**config.mk**
```make
export PLATFORM = sky130hd
export DESIGN_NAME = mem_port_arbiter
export DESIGN_NICKNAME = d
export VERILOG_FILES = /design/src/rtl/mem_port_arbiter.sv
export SDC_FILE = /design/constraint.sdc
export NUM_CORES = 1
export LEC_CHECK = 0
export ABC_AREA = 1
export CAP_MARGIN = 10
export CORE_ASPECT_RATIO = 0.75
export CORE_MARGIN = 2
export CORE_UTILIZATION = 55
export DETAILED_ROUTE_END_ITERATION = 12
export GPL_ROUTABILITY_DRIVEN = 0
export PLACE_DENSITY = 0.91
export SLEW_MARGIN = 20
export SYNTH_ARGS = -nofsm -noshare
export SYNTH_HDL_FRONTEND = slang
export SYNTH_SLANG_ARGS = --single-unit
```
**constraint.sdc**
```tcl
create_clock -name clk -period 9.6 [get_ports clk]
set_clock_uncertainty 0.15 [all_clocks]
set_input_delay 1.44 -clock clk [delete_from_list [all_inputs] [get_ports clk]]
set_output_delay 1.44 -clock clk [all_outputs]
set_load 0.01 [all_outputs]
```
**src/rtl/mem_port_arbiter.sv**
```systemverilog
// mem_port_arbiter: arbitrates NUM_CH requesters onto one byte-wide RAM/IO port
// and serialises 1/2/4-byte little-endian reads and writes, with replay of the
// last read address after an rdy_in pause (the RAM answers one cycle late).
module mem_port_arbiter #(
  parameter int NUM_CH = 2,
  parameter int RR_EN  = 0,
  parameter int ADDR_W = 32
) (
  input  logic                     clk,
  input  logic                     rst,
  input  logic                     rdy_in,
  input  logic [NUM_CH-1:0]        req_i,
  input  logic [NUM_CH-1:0]        we_i,
  input  logic [2*NUM_CH-1:0]      len_i,
  input  logic [ADDR_W*NUM_CH-1:0] addr_i,
  input  logic [32*NUM_CH-1:0]     wdata_i,
  output logic [31:0]              rdata_o,
  output logic [NUM_CH-1:0]        done_o,
  output logic [NUM_CH-1:0]        stall_o,
  input  logic [7:0]               mem_din,
  output logic [7:0]               mem_dout,
  output logic [ADDR_W-1:0]        mem_addr,
  output logic                     mem_wr
);

  localparam int GW = (NUM_CH > 1) ? $clog2(NUM_CH) : 1;

  typedef enum logic [1:0] {S_IDLE = 2'd0, S_READ = 2'd1, S_WRITE = 2'd2} state_e;

  state_e            state_q, state_d;
  logic [2:0]        cnt_q, cnt_d;
  logic [GW-1:0]     gnt_q, gnt_d;
  logic [GW-1:0]     rrptr_q, rrptr_d;
  logic [ADDR_W-1:0] base_q, base_d;
  logic [1:0]        len_q, len_d;
  logic [31:0]       wdata_q, wdata_d;
  logic [31:0]       data_q, data_d;
  logic [31:0]       rdata_q, rdata_d;
  logic [NUM_CH-1:0] done_q, done_d;
  logic              prev_low_q;

  logic [NUM_CH-1:0] elig_s;
  logic              found_s;
  logic [GW-1:0]     pick_s;
  logic [GW:0]       cand_s;
  logic              sel_we_s;
  logic [1:0]        sel_len_s;
  logic [ADDR_W-1:0] sel_addr_s;
  logic [31:0]       sel_wdata_s;
  logic              replay_s;
  logic              capture_s;

  assign rdata_o = rdata_q;
  assign done_o  = done_q;
  assign stall_o = req_i & ~done_q;

  // Pick the winning channel: lowest eligible index, or first eligible after rrptr.
  always_comb begin
    elig_s  = req_i & ~done_q;
    found_s = 1'b0;
    pick_s  = '0;
    cand_s  = '0;
    for (int i = 0; i < NUM_CH; i++) begin
      if (RR_EN != 0) begin
        cand_s  = {1'b0, rrptr_q} + (GW+1)'(i + 1);
        cand_s  = (cand_s >= (GW+1)'(NUM_CH)) ? cand_s - (GW+1)'(NUM_CH) : cand_s;
        pick_s  = (!found_s && elig_s[cand_s[GW-1:0]]) ? cand_s[GW-1:0] : pick_s;
        found_s = found_s | elig_s[cand_s[GW-1:0]];
      end else begin
        pick_s  = (!found_s && elig_s[i]) ? GW'(i) : pick_s;
        found_s = found_s | elig_s[i];
      end
    end
  end

  // Route the winning channel's request fields.
  always_comb begin
    sel_we_s    = 1'b0;
    sel_len_s   = 2'd0;
    sel_addr_s  = '0;
    sel_wdata_s = 32'h0000_0000;
    for (int i = 0; i < NUM_CH; i++) begin
      sel_we_s    = (pick_s == GW'(i)) ? we_i[i]                   : sel_we_s;
      sel_len_s   = (pick_s == GW'(i)) ? len_i[2*i +: 2]           : sel_len_s;
      sel_addr_s  = (pick_s == GW'(i)) ? addr_i[ADDR_W*i +: ADDR_W] : sel_addr_s;
      sel_wdata_s = (pick_s == GW'(i)) ? wdata_i[32*i +: 32]       : sel_wdata_s;
    end
  end

  // Next-state logic and RAM port drive for the IDLE/READ/WRITE sequencer.
  always_comb begin
    state_d  = state_q;
    cnt_d    = cnt_q;
    gnt_d    = gnt_q;
    rrptr_d  = rrptr_q;
    base_d   = base_q;
    len_d    = len_q;
    wdata_d  = wdata_q;
    data_d   = data_q;
    rdata_d  = rdata_q;
    done_d   = rdy_in ? '0 : done_q;
    mem_addr = '0;
    mem_dout = 8'h00;
    mem_wr   = 1'b0;
    // First active cycle after a pause re-issues the previous read address,
    // because the RAM byte for it was lost while frozen.
    replay_s  = prev_low_q & rdy_in & (state_q == S_READ) & (cnt_q != 3'd0);
    capture_s = rdy_in & ~replay_s & (state_q == S_READ) & (cnt_q != 3'd0);
    case (state_q)
      S_IDLE: begin
        if (rdy_in && found_s) begin
          gnt_d   = pick_s;
          rrptr_d = pick_s;
          base_d  = sel_addr_s;
          len_d   = (sel_len_s == 2'd2) ? 2'd3 : sel_len_s;
          wdata_d = sel_wdata_s;
          data_d  = 32'h0000_0000;
          cnt_d   = 3'd0;
          state_d = sel_we_s ? S_WRITE : S_READ;
        end else begin
          state_d = S_IDLE;
        end
      end
      S_READ: begin
        if (replay_s) begin
          mem_addr = base_q + ADDR_W'(cnt_q) - ADDR_W'(1);
        end else if (cnt_q <= {1'b0, len_q}) begin
          mem_addr = base_q + ADDR_W'(cnt_q);
        end else begin
          mem_addr = '0;
        end
        for (int b = 0; b < 4; b++) begin
          data_d[8*b +: 8] = (capture_s && (cnt_q == 3'(b + 1))) ? mem_din : data_q[8*b +: 8];
        end
        if (rdy_in && !replay_s) begin
          if (cnt_q == ({1'b0, len_q} + 3'd1)) begin
            rdata_d        = data_d;
            done_d         = '0;
            done_d[gnt_q]  = 1'b1;
            cnt_d          = 3'd0;
            state_d        = S_IDLE;
          end else begin
            cnt_d = cnt_q + 3'd1;
          end
        end else begin
          cnt_d = cnt_q;
        end
      end
      S_WRITE: begin
        mem_wr   = rdy_in;
        mem_addr = base_q + ADDR_W'(cnt_q);
        mem_dout = 8'(wdata_q >> {cnt_q[1:0], 3'b000});
        if (rdy_in) begin
          if (cnt_q == {1'b0, len_q}) begin
            done_d        = '0;
            done_d[gnt_q] = 1'b1;
            cnt_d         = 3'd0;
            state_d       = S_IDLE;
          end else begin
            cnt_d = cnt_q + 3'd1;
          end
        end else begin
          cnt_d = cnt_q;
        end
      end
      default: begin
        state_d = S_IDLE;
      end
    endcase
  end

  // State and datapath registers; rdy_in history is tracked even while frozen.
  always_ff @(posedge clk or negedge rst) begin
    if (!rst) begin
      state_q    <= S_IDLE;
      cnt_q      <= 3'd0;
      gnt_q      <= '0;
      rrptr_q    <= GW'(NUM_CH - 1);
      base_q     <= '0;
      len_q      <= 2'd0;
      wdata_q    <= 32'h0000_0000;
      data_q     <= 32'h0000_0000;
      rdata_q    <= 32'h0000_0000;
      done_q     <= '0;
      prev_low_q <= 1'b0;
    end else begin
      state_q    <= state_d;
      cnt_q      <= cnt_d;
      gnt_q      <= gnt_d;
      rrptr_q    <= rrptr_d;
      base_q     <= base_d;
      len_q      <= len_d;
      wdata_q    <= wdata_d;
      data_q     <= data_d;
      rdata_q    <= rdata_d;
      done_q     <= done_d;
      prev_low_q <= ~rdy_in;
    end
  end

endmodule

```
[Word-level counts from Yosys, hierarchy flattened]
Cells that the tools add are included.
Word-level totals
  register bits: 139
  output and inout port bits: 77
  logic and storage cells: 100
Operators by class
  $add $sub $neg: 4
  $lt $le $gt $ge: 3
  equal/unequal tests: 14
  shift operators: 1
  mux-type cells: 38
  bitwise gates (word level): 11
  reductions and logical operators: 19
Operators by type and width (number)
  32-bit 2-to-1 mux: 5
  32-bit one-hot mux with 2 select lines: 2
  8-bit 2-to-1 mux: 5
  32-bit by 3-bit adder with 32-bit output: 1
  32-bit by 5-bit right shift with 8-bit output: 1
  32-bit by 1-bit subtractor with 32-bit output, second input constant: 1
  2-bit 2-to-1 mux: 13
  3-bit 2-to-1 mux: 5
  3-bit one-hot mux with 3 select lines: 1
  1-bit logical AND: 8
  4-bit AND reduction: 2
  1-bit AND: 6
  3-bit by 2-bit equality test with 1-bit output, second input constant: 2
  2-bit inequality test, second input constant: 3
  2-bit one-hot mux with 3 select lines: 1
  3-bit nonzero test: 2
  2-bit equality test, second input constant: 2
  1-bit 2-to-1 mux: 4
  2-bit by 1-bit inequality test with 1-bit output, second input constant: 2
  2-bit one-hot mux with 2 select lines: 1
  2-bit AND reduction: 2
  2-bit by 1-bit adder with 3-bit output, second input constant: 1
  3-bit by 1-bit adder with 3-bit output, second input constant: 1
  3-bit by 1-bit equality test with 1-bit output, second input constant: 1
  other kinds (16): 18

[Longest topological paths before layout]
  depth in word-level cells: 10
  mapped depth: 22

[Least setup slack after synthesis]
OpenSTA, ideal clock, no wires.
  path kind: reg2out
  from: register cnt_q[1]
  to: output mem_addr[28]
  arrival: 2834 ps
  data required time: 8010 ps
  slack: 5176 ps
  cell stages (with the launch flop): 19
  cell sequence: dfrtp_1 -> buf_2 -> inv_1 -> clkbuf_1 -> fa_1 -> inv_1 -> nand3_1 -> nand2_1 -> buf_6 -> nand2_2 -> nand2_4 -> nand3_2 -> nor3_4 -> nand3_2 -> nor2_2 -> nand3b_1 -> nand2_1 -> nand2_1 -> nor2_1
On the way
  longest elaborated chain between the ends: 4
  elaborated cells on any way between the ends: 8
  classes of those cells: 2 x add/sub; 1 x order compare; 3 x mux; 1 x bitwise; 1 x reduce/logical
RTL lines
  from (decl): RTL line 31  | logic [2:0] cnt_q, cnt_d;
  from (signal assigned): RTL line 188  | cnt_q <= cnt_d;
  32-bit by 3-bit adder with 32-bit output (tied with other cells): RTL line 126, 128, 151
  32-bit by 1-bit subtractor with 32-bit output (tied with other cells): RTL line 126  | mem_addr = base_q + ADDR_W'(cnt_q) - ADDR_W'(1);
  32-bit 2-to-1 mux: RTL line 125  | if (replay_s) begin
  32-bit one-hot mux with 2 select lines *: RTL line 109  | case (state_q)
  to (decl): RTL line 22  | output logic [ADDR_W-1:0] mem_addr,
Every way passes the cells marked *; elsewhere a longest branch is shown, timed or not.

[Final worst setup path]
  from: register cnt_q[0]
  to: output mem_addr[7]
The elaborated chain is that of the path after synthesis.

==> metrics.md <==
| Metric | Value |
|---|---|
| Kind of critical path | reg2out |
| Crit path buf inv count | 6 |
| CTS clk-pin slew, worst paths | 60 ps |
| Gate Count Post-Synth | approximately 1300 |
| Largest net degree at the start of global routing | between 70 and 80 |
| Synth area leader | dfrtp_1 |
| Worst slew pin tran | 1110 ps |
| Predominant post-synthesis flop cell | dfrtp_1 |
| Setup Buffers After CTS | 0 |
| CP Data Arrival Time | 5330 ps |
| Hold Vio Cnt, Final | 0 |
| Post_cts resized | 0 |
| Max_cap viols | 0 |
| CP peak stage delay | roughly 730 ps |
| DRT Pass-1 Iters | 9 |
| Crit path time final | about 6900 ps |
| R2R Path Start | cnt_q[0] |
| Top cells by area, synth | dfrtp_1 (38%), nand2_1 (10%), a21oi_1 (7.9%), inv_1 (7.1%), nand3_1 (7.1%) |
| Yosys warns | 0 |
| Sequential share of the synthesized area | between 30% and 40% |
| Min-Delay Startpoint | state_q[1] |
| Worst hold stages | 2 |
| Max Freq | ~140 MHz |
| Asr flop ratio synth | between 90% and 100% |
| Max Fanout on Critical Path | 21 |
| Row cnt | 40 |
| Setup violators final | 0 |
| Top Family by Delay on Critical Path | buffers and inverters |
| Antenna Nets Post-Route | 0 |
| Vias in the first global route | 9480 |
| Num ports | approximately 220 |
| Worst hold path type | reg2reg |
| Die width | ~150 µm |
| Synthesized net count | roughly 1500 |
| Max VDD drop | 0.124 mV |
| CTS tree | built |
| Post-detail-place hpwl | around 22000 µm |
| Period utilization | between 70% and 80% |
| Pleak | approximately 5.5 nW |
| First-pass GRT wire length | approximately 48000 µm |
| Final WL | between 30000 and 40000 µm |
| CP Data Required Time | approximately 8000 ps |
| Critical-path top delay cell | dfrtp_1 |
| GR Overflow Total | 0 |
| Most common cell after layout, fill and taps aside | nand2_1 |
| Outcome | complete, no violations |
| EDFF count, synth | 0 |
| Total global-route track usage | 33.9% |
| Number of filler cells placed in the layout | 1240 |
| Initial antenna violation count | 0 |
| TritonCTS Sinks | between 100 and 150 |
| RSZ-0062 raised after global routing | no |
| CP most frequent cell | inv_1 |
| Layout area overhead | 31.7% |
| Final #Nets | between 1500 and 2000 |
| Post-Layout Cell Count | ~1700 |
| Number of antenna diodes | 0 |
| Layout cells sized above 1 | under 10% |
| Later-pin clock latency in the skew report | ~420 ps |
| CTS max path bufs | 2 |
| Die ar. | 0.0178 mm² |
| Worst reg2reg setup slack | ~5600 ps |
| WHS Endpoint | state_q[1] |
| Via count | approximately 10000 |
| Synth top area share | a little under two fifths |
| Slew Limit Fails | 0 |
| Post-Syn Area | ~0.0092 mm² |
| Most frequent cells in the layout | nand2_1 (254), clkdlybuf4s50_1 (222), inv_1 (174) |
| # H-tree levels | 4 |
| DR DRC count | 0 |
| CTS root buffer | clkbuf_16 |
| Yosys cell types | 44 |
| Cts bufs inserted | 17 |
| Cells along the critical path | clkinv_1 > ha_1 > a21oi_2 > inv_1 > o311ai_1 > inv_1 > nor2_1 > buf_4 > inv_2 > o21a_1 > o21ai_0 > nand2_1 > a21oi_1 > clkdlybuf4s50_1 |
| Total negative slack | 0 ps |
| Hold-fix buffers at CTS | 0 |
| Placed Cells | approximately 1700 |
| Power Dens Cells | around 270 mW/mm² |
| Mean Syn Cell Area | between 6 and 7 µm² |
| Starting Density | 56.8% |
| Relative slew slack | 25.6% |
| R2R cell count | 10 |
| Die H | ~120 µm |
| Port Buffers | 223 |
| CP Capture Type | output port |
| Synth Register Bits | 139 |
| Placeable Area | between 0.015 and 0.02 mm² |
| CP Launch Type | flip-flop |
| Worst r2r dst | data_q[6] |
| DR WL/cell | between 15 and 20 µm |
| Vias per Instance | slightly below 6 |
| Initial DRC count | 1430 |
stage by stage:
| step | instance area, µm² | total power, W | utilization (%) | hold slack, ps | setup slack (ps) |
|---|---|---|---|---|---|
| final | 12100 | 0.00328 | 74.8 | 377 | 2680 |
| after global routing | 12100 | 0.00349 | 74.8 | 393 | 2260 |
| after CTS | 12100 | 0.00323 | 74.8 | 371 | 2770 |
| after detailed placement | 11500 | 0.00253 | 71.0 | 355 | 2970 |
| after global placement | 11500 | 0.00247 | 71.0 | 350 | 3180 |
| after floorplan | 9210 | 0.00190 | - | 326 | 5180 |
routing by layer:
| metal | routed length, µm | vias to the layer above | track usage [%] | share of wire [%] |
|---|---|---|---|---|
| met5 | 0 | - | 0 | 0 |
| met4 | 891 | 0 | 12.7 | 3.0 |
| met2 | 13300 | 688 | 51.6 | 44 |
| li1 | - | 4801 | - | - |
| met1 | 12400 | 4728 | 47.8 | 41 |
| met3 | 3520 | 91 | 8.04 | 12 |
worst min-delay path, stage by stage, from the launching register on:
cell and delay [ps]:
dfrtp_1 380, nand2_1 60, o31ai_1 50
Yosys cell counts, types with 6 or more instances:
library cell,count
nand2_1,256
inv_1,174
a21oi_1,145
dfrtp_1,139
nand3_1,130
nor2_1,127
o21ai_0,67
a22oi_1,65
clkbuf_1,58
o22ai_1,33
nand4_1,16
ha_1,15
o21ai_1,14
nor2_2,13
nand2_2,8
inv_2,7
buf_1,6
buf_2,6
cell type report:
cell class,count,area (µm²),share of cell area (%)
clock buffer,18,439,3.62
sequential,139,3480,28.7
clock inverter,14,184,1.52
inverter,183,687,5.66
multi-input combinational,937,4780,39.4
timing repair buffer,232,2300,19.0
tap,210,263,2.17
state kept, by name (all words and copies together) (netlist names):
| register | flops |
|---|---|
| gnt_q | 1 |
| cnt_q | 3 |
| done_o | 2 |
| rdata_o | 32 |
| base_q | 32 |
| len_q | 2 |
| state_q | 2 |
| wdata_q | 32 |
| prev_low_q | 1 |
| data_q | 32 |
power by group:
part	switching, W	internal, W
clock network	0.000270	0.000422
logic	0.00101	0.000611
registers	0.000176	0.000794
how the worst max path moves through the flow:
stage                     startpoint            to  slack (ps)  depth (start not counted)
after floorplan             cnt_q[1]  mem_addr[28]        5180                         18
after global placement        rdy_in   mem_addr[7]        3180                         14
after detailed placement      rdy_in   mem_addr[7]        2970                         14
after CTS                   cnt_q[0]   mem_addr[7]        2770                         14
after global routing        cnt_q[0]   mem_addr[7]        2260                         14
final                       cnt_q[0]   mem_addr[7]        2680                         14
cell families (layout without fill, tap and decap cells):
family	count (synthesis)	after routing	synth area share [%]
simple gates	573	573	27.5
xor+xnor	5	5	0.475
flops	139	139	37.8
buf+inv	255	447	10.6
compound gates	343	343	21.5
fa+ha+maj	16	16	2.25
(Power assumes the default switching activity.)
